`config.mk`:
```
export PLATFORM = sky130hd
export DESIGN_NAME = buzz_arbiter_timer
export DESIGN_NICKNAME = d
export VERILOG_FILES = /design/src/rtl/sel_bell_pkg.sv /design/src/rtl/buzz_arbiter_timer_sec_tick_gen.sv /design/src/rtl/buzz_arbiter_timer.sv
export SDC_FILE = /design/constraint.sdc
export NUM_CORES = 1
export LEC_CHECK = 0
export CAP_MARGIN = 20
export CORE_MARGIN = 1
export CORE_UTILIZATION = 40
export CTS_CLUSTER_DIAMETER = 100
export CTS_CLUSTER_SIZE = 8
export DETAILED_ROUTE_END_ITERATION = 16
export SLEW_MARGIN = 0
export SYNTH_ARGS = -nofsm -noshare
export SYNTH_HDL_FRONTEND = slang
export SYNTH_HIERARCHICAL = 1
export SYNTH_SLANG_ARGS = --single-unit
```
`constraint.sdc`:
```
create_clock -name clk -period 2.56 [get_ports clk]
set_input_delay 0.256 -clock clk [delete_from_list [all_inputs] [get_ports clk]]
set_output_delay 0.256 -clock clk [all_outputs]
set_load 0.005 [all_outputs]
```
`src/rtl/sel_bell_pkg.sv`:
```
// Shared definitions for the selection-bell machine: FSM state encoding,
// default sizing and the seconds-counter helper.
package sel_bell_pkg;

    localparam int SECS_W          = 6;
    localparam int DEF_N_PLAYERS   = 4;
    localparam int DEF_ANSWER_SECS = 30;
    localparam int DEF_TICK_DIV    = 50_000_000;

    typedef enum logic [1:0] {
        IDLE    = 2'd0,
        ARMED   = 2'd1,
        ANSWER  = 2'd2,
        EXPIRED = 2'd3
    } state_t;

    // Saturating one-second decrement; the countdown must never wrap below zero.
    function automatic logic [SECS_W-1:0] sat_dec(input logic [SECS_W-1:0] s);
        logic [SECS_W-1:0] r;
        if (s == {SECS_W{1'b0}}) begin
            r = s;
        end else begin
            r = s - SECS_W'(1);
        end
        return r;
    endfunction

endpackage

```
`src/rtl/buzz_arbiter_timer_sec_tick_gen.sv`:
```
// One-second prescaler: emits a single-cycle tick every TICK_DIV enabled cycles,
// and restarts from zero whenever en is low.
module sec_tick_gen
    import sel_bell_pkg::*;
#(
    parameter int TICK_DIV = DEF_TICK_DIV
) (
    input  logic clk,
    input  logic rst,
    input  logic en,
    output logic tick
);

    localparam int             CW   = (TICK_DIV > 1) ? $clog2(TICK_DIV) : 1;
    localparam logic [CW-1:0]  LAST = CW'(TICK_DIV - 1);
    localparam logic [CW-1:0]  ONE  = CW'(1);

    logic [CW-1:0] cnt_r;

    assign tick = en & (cnt_r == LAST);

    // Prescaler counter, held at zero while disabled.
    always_ff @(posedge clk or posedge rst) begin
        if (rst) begin
            cnt_r <= {CW{1'b0}};
        end else if (!en) begin
            cnt_r <= {CW{1'b0}};
        end else if (tick) begin
            cnt_r <= {CW{1'b0}};
        end else begin
            cnt_r <= cnt_r + ONE;
        end
    end

endmodule

```
`src/rtl/buzz_arbiter_timer.sv`:
```
// Buzzer arbiter and answer timer: locks the first eligible press and counts down.
// Optional macro FOUL_DETECT_EN: presses in IDLE mark sticky fouls that disqualify a player.
module buzz_arbiter_timer
    import sel_bell_pkg::*;
#(
    parameter int N_PLAYERS   = DEF_N_PLAYERS,
    parameter int TICK_DIV    = DEF_TICK_DIV,
    parameter int ANSWER_SECS = DEF_ANSWER_SECS
) (
    input  logic                 clk,
    input  logic                 rst,
    input  logic                 start,
    input  logic [N_PLAYERS-1:0] btn,
    output logic [N_PLAYERS-1:0] winner_onehot,
    output logic                 winner_valid,
    output logic [SECS_W-1:0]    secs_left,
    output logic                 finnal_flag,
    output logic [N_PLAYERS-1:0] foul
);

    localparam logic [SECS_W-1:0]    START_SECS = SECS_W'(ANSWER_SECS);
    localparam logic [SECS_W-1:0]    ONE_SEC    = SECS_W'(1);
    localparam logic [N_PLAYERS-1:0] ONE_N      = N_PLAYERS'(1);
    localparam logic [N_PLAYERS-1:0] ZERO_N     = {N_PLAYERS{1'b0}};

    state_t                 state_r, state_nxt;
    logic [N_PLAYERS-1:0]   btn_q_r;
    logic [N_PLAYERS-1:0]   press_s;
    logic [N_PLAYERS-1:0]   eligible_s;
    logic [N_PLAYERS-1:0]   pick_s;
    logic [N_PLAYERS-1:0]   foul_r;
    logic [N_PLAYERS-1:0]   winner_r, winner_nxt;
    logic                   valid_r, valid_nxt;
    logic [SECS_W-1:0]      secs_r, secs_nxt;
    logic                   flag_r, flag_nxt;
    logic                   tick_en_s;
    logic                   tick_s;

    assign press_s = btn & ~btn_q_r;

`ifdef FOUL_DETECT_EN
    // Sticky foul flags: any press while the round is not yet open disqualifies until reset.
    always_ff @(posedge clk or posedge rst) begin
        if (rst) begin
            foul_r <= ZERO_N;
        end else if (state_r == IDLE) begin
            foul_r <= foul_r | press_s;
        end else begin
            foul_r <= foul_r;
        end
    end
    assign eligible_s = press_s & ~foul_r;
`else
    assign foul_r     = ZERO_N;
    assign eligible_s = press_s;
`endif

    assign foul = foul_r;

    // Isolate the lowest set bit so the lowest index wins a simultaneous press.
    assign pick_s = eligible_s & (~eligible_s + ONE_N);

    // A restart must also clear the prescaler on the same edge it leaves ANSWER.
    assign tick_en_s = (state_r == ANSWER) & ~start;

    sec_tick_gen #(
        .TICK_DIV (TICK_DIV)
    ) u_sec_tick_gen (
        .clk  (clk),
        .rst  (rst),
        .en   (tick_en_s),
        .tick (tick_s)
    );

    // Next-state and next-output logic for the round FSM.
    always_comb begin
        state_nxt  = state_r;
        winner_nxt = winner_r;
        valid_nxt  = valid_r;
        secs_nxt   = secs_r;
        flag_nxt   = flag_r;
        case (state_r)
            IDLE: begin
                if (start) begin
                    state_nxt = ARMED;
                end else begin
                    state_nxt = IDLE;
                end
            end
            ARMED: begin
                if (pick_s != ZERO_N) begin
                    state_nxt  = ANSWER;
                    winner_nxt = pick_s;
                    valid_nxt  = 1'b1;
                    secs_nxt   = START_SECS;
                    flag_nxt   = 1'b1;
                end else begin
                    state_nxt = ARMED;
                end
            end
            ANSWER: begin
                if (start) begin
                    state_nxt  = ARMED;
                    winner_nxt = ZERO_N;
                    valid_nxt  = 1'b0;
                    secs_nxt   = {SECS_W{1'b0}};
                    flag_nxt   = 1'b1;
                end else if (tick_s) begin
                    if (secs_r == ONE_SEC) begin
                        state_nxt = EXPIRED;
                        secs_nxt  = {SECS_W{1'b0}};
                        flag_nxt  = 1'b0;
                    end else begin
                        secs_nxt = sat_dec(secs_r);
                    end
                end else begin
                    state_nxt = ANSWER;
                end
            end
            EXPIRED: begin
                if (start) begin
                    state_nxt  = ARMED;
                    winner_nxt = ZERO_N;
                    valid_nxt  = 1'b0;
                    secs_nxt   = {SECS_W{1'b0}};
                    flag_nxt   = 1'b1;
                end else begin
                    state_nxt = EXPIRED;
                end
            end
            default: begin
                state_nxt  = IDLE;
                winner_nxt = ZERO_N;
                valid_nxt  = 1'b0;
                secs_nxt   = {SECS_W{1'b0}};
                flag_nxt   = 1'b1;
            end
        endcase
    end

    // State, registered outputs and the button history used for edge detection.
    always_ff @(posedge clk or posedge rst) begin
        if (rst) begin
            state_r  <= IDLE;
            winner_r <= ZERO_N;
            valid_r  <= 1'b0;
            secs_r   <= {SECS_W{1'b0}};
            flag_r   <= 1'b1;
            btn_q_r  <= ZERO_N;
        end else begin
            state_r  <= state_nxt;
            winner_r <= winner_nxt;
            valid_r  <= valid_nxt;
            secs_r   <= secs_nxt;
            flag_r   <= flag_nxt;
            btn_q_r  <= btn;
        end
    end

    assign winner_onehot = winner_r;
    assign winner_valid  = valid_r;
    assign secs_left     = secs_r;
    assign finnal_flag   = flag_r;

endmodule

```
==> insert_results.sql <==
INSERT INTO impl_metrics (metric_group, metric, value, unit) VALUES
('clocking', 'tritoncts_num_sinks', '44', ''),
('logic_synthesis', 'ys_seq_area_frac', '0.4806', ''),
('global_routing', 'number_of_antenna_violations_at_the_first_check_in_global_routing', '0', ''),
('setup_path', 'slowest_delay', '410', 'ps'),
('sta', 'setup-violations-final', '0', ''),
('setup_path', 'worstPathCellList', 'or3b_1 -> inv_2 -> nand3_1 -> nor4_1 -> nor2b_1 -> o21ai_0 -> a21oi_2 -> o21ai_1 -> a22o_1', ''),
('setup_path', 'crit_required', '2750', 'ps'),
('placed_design', 'dp.final_hpwl', '3146', 'um'),
('clocking', 'cts_max_level', '2', ''),
('pwr', 'power.share.sequential', '0.412', ''),
('pwr', 'share_clk_of_total_power', '0.244', ''),
('sta', 'rsz_0062_raised_after_global_routing', 'false', ''),
('logic_synthesis', 'mappedNetlistArea', '0.002293', 'mm^2'),
('logic_synthesis', 'syn-mean-instance-area', '9.677', 'um^2'),
('run_status', 'status', 'complete, no violations', ''),
('floorplan', 'number_of_placement_rows', '27', ''),
('placed_design', 'place.port_buffers', '18', ''),
('logic_synthesis', 'fraction_of_synthesized_cell_area_in_xor_and_xnor_cells', '0.04201', ''),
('drt', 'ant_nets', '0', ''),
('cells_and_area', 'post_route_cells_drive_above_1_share', '0.1333', ''),
('run', 'cap_violations', '0', ''),
('clocking', 'clockRootBuffer', 'sky130_fd_sc_hd__clkbuf_8', ''),
('drt', 'via_per_inst', '5.418', ''),
('logic_synthesis', 'number_of_instances_in_the_synthesized_netlist', '237', ''),
('floorplan', 'dieArea', '0.006040', 'mm^2'),
('setup_path', 'cp_slowest_cell', 'sky130_fd_sc_hd__or3b_1', ''),
('drt', 'num_vias', '1853', ''),
('global_routing', 'overflow_left_after_global_routing', '0', ''),
('drt', 'detail_route.iter0.violations', '63', ''),
('clocking', 'clk_pin_slew', '80', 'ps'),
('floorplan', 'floorplan_core_area', '0.005507', 'mm^2'),
('pwr', 'irDropWorstVdd', '370.5', 'uV'),
('floorplan', 'dieWidth', '77.72', 'um'),
('logic_synthesis', 'synth_flop_cell', 'sky130_fd_sc_hd__dfrtp_1', ''),
('floorplan', 'floorplan.initialDensity', '0.4165', ''),
('logic_synthesis', 'post-synth-top-count-cell', 'sky130_fd_sc_hd__dfrtp_1', ''),
('pwr', 'power_leakage', '0.001108', 'uW'),
('setup_path', 'end_kind', 'register', ''),
('pwr', 'p_sw', '669.6', 'uW'),
('pwr', 'relative_contribution_of_combinational_cells_to_total_power', '0.344', ''),
('drt', 'routed_wirelength', '4451', 'um'),
('global_routing', 'pin_count_of_the_biggest_net_entering_global_routing', '27', ''),
('sta', 'hold-worst-slack', '335.8', 'ps'),
('cells_and_area', 'post-route-cell-area', '0.002744', 'mm^2'),
('min_path', 'hp-class', 'in2async', ''),
('cells_and_area', 'area_growth_syn_to_layout', '19.64', '%'),
('logic_synthesis', 'synth-warning-count', '6', ''),
('logic_synthesis', 'synth_edf_count', '0', ''),
('clocking', 'post_cts.repair.setup_buffers', '0', ''),
('setup_path', 'worstPathMaxFanout', '5', ''),
('pwr', 'cell_internal_pwr', '1485', 'uW'),
('setup_path', 'worst-endpoint-arrival', '2470', 'ps'),
('floorplan', 'die_h', '77.72', 'um'),
('clocking', 'holdBufCountCts', '0', ''),
('logic_synthesis', 'ys_ff_latch', '44', ''),
('placed_design', 'preCtsSetupSlack', '-57.84', 'ps'),
('global_routing', 'first_pass_grt_wire_length', '7955', 'um'),
('sta', 'period_minus_slack', '2280', 'ps'),
('logic_synthesis', 'cell_types_with_the_largest_area_share_after_synthesis', 'sky130_fd_sc_hd__dfrtp_1 47%, sky130_fd_sc_hd__o21ai_0 3.5%, sky130_fd_sc_hd__a21oi_1 3.1%, sky130_fd_sc_hd__nand3_1 3.1%, sky130_fd_sc_hd__nor2_1 2.8%', ''),
('placed_design', 'cell_area_placed', '0.002629', 'mm^2'),
('clocking', 'cts_buffers', '5', ''),
('logic_synthesis', 'synth_cell_types', '45', ''),
('drt', 'post-route-drc-count', '0', ''),
('logic_synthesis', 'ys_async_sr_fraction', '1.000', ''),
('sta', 'final.setup.worst_slack', '279.7', 'ps'),
('clocking', 'cts.repair.resized', '0', ''),
('logic_synthesis', 'synth_compound_gate_area_share', '0.1555', ''),
('cells_and_area', 'final_net_count', '279', ''),
('clocking', 'maximum_clock_insertion_buffer_count', '2', ''),
('logic_synthesis', 'yosysTopAreaCell', 'sky130_fd_sc_hd__dfrtp_1', ''),
('logic_synthesis', 'synth_top_family_by_area', 'simple AND/OR/NAND/NOR gates', '');
## routing by layer
metal,global-route usage,routed length [um]
met3,0.02706,140
met5,0,0
met1,0.2129,2120
met4,0.05660,48
met2,0.2796,2142
## stage by stage
stage	power, uW	utilization	std cells
2_1_floorplan	1303	-	240
3_3_place_gp	1626	0.4774	333
3_5_place_dp	1638	0.4774	333
4_1_cts	2177	0.4969	341
5_1_grt	2309	0.4983	342
6_report	2154	0.4983	342
## cells by family after synthesis
group / count (synthesis)
xor+xnor: 11
flops: 44
compound gates: 55
fa+ha+maj: 3
simple gates: 101
other cells: 1
buf+inv: 22
## final cells by class
| class | count | area [um^2] |
|---|---|---|
| fillers | 513 | 2763 |
| flip-flops and latches | 44 | 1102 |
| multi-input cells | 174 | 1101 |
| repair buffers | 32 | 297.8 |
| well taps | 72 | 90.09 |
| clock buffers | 6 | 72.57 |
| inverters | 12 | 45.04 |
| clock inverters | 2 | 35.03 |
## worst max-delay path: cells and delay by family, from the launching register on
family          cells  cell delay (ps)
buf+inv             1               70
compound gates      4              700
flops               1              390
simple gates        4             1000
## flip-flops by register name, indices dropped and copies added (netlist names)
name	cells
state_r	2
winner_onehot	4
winner_valid	1
secs_left	6
btn_q_r	4
finnal_flag	1
u_sec_tick_gen/cnt_r	26
## worst paths after layout
path / start / to / slack [ps] / depth (start not counted)
worst min register to register: winner_onehot[3]$_DFFE_PP0P_ / winner_onehot[3]$_DFFE_PP0P_ / 480 / 2
worst min-delay path: rst / u_sec_tick_gen/cnt_r[21]$_DFF_PP0_ / 340 / 3
worst max register to register: state_r[0]$_DFFE_PP0P_ / secs_left[3]$_DFFE_PP0P_ / 280 / 9
min in group clk: btn[0] / btn_q_r[0]$_DFF_PP0_ / 420 / 1
max in group asynchronous: rst / secs_left[0]$_DFFE_PP0P_ / 1720 / 2
worst max-delay path: state_r[0]$_DFFE_PP0P_ / secs_left[3]$_DFFE_PP0P_ / 280 / 9
## cell usage in the layout (no fill, tap or decap), types with 7 or more instances in the layout
cell                               n
sky130_fd_sc_hd__nand3_1          14
sky130_fd_sc_hd__nand2_1          16
sky130_fd_sc_hd__or3_1             7
sky130_fd_sc_hd__o31ai_1           7
sky130_fd_sc_hd__clkdlybuf4s50_1  18
sky130_fd_sc_hd__inv_1            11
sky130_fd_sc_hd__nor3_1            8
sky130_fd_sc_hd__dfrtp_1          43
sky130_fd_sc_hd__o21ai_0          16
sky130_fd_sc_hd__a21oi_1          14
sky130_fd_sc_hd__nor2_1           17
sky130_fd_sc_hd__buf_4            13
sky130_fd_sc_hd__xnor2_1           7
## power by group through the flow
stage / logic [uW] / clock network [uW] / registers, uW
2_1_floorplan: 401 / 0 / 903
3_3_place_gp: 723 / 0 / 903
3_5_place_dp: 733 / 0 / 905
4_1_cts: 735 / 551 / 891
5_1_grt: 828 / 575 / 906
6_report: 741 / 526 / 888
(Power assumes the default switching activity.)
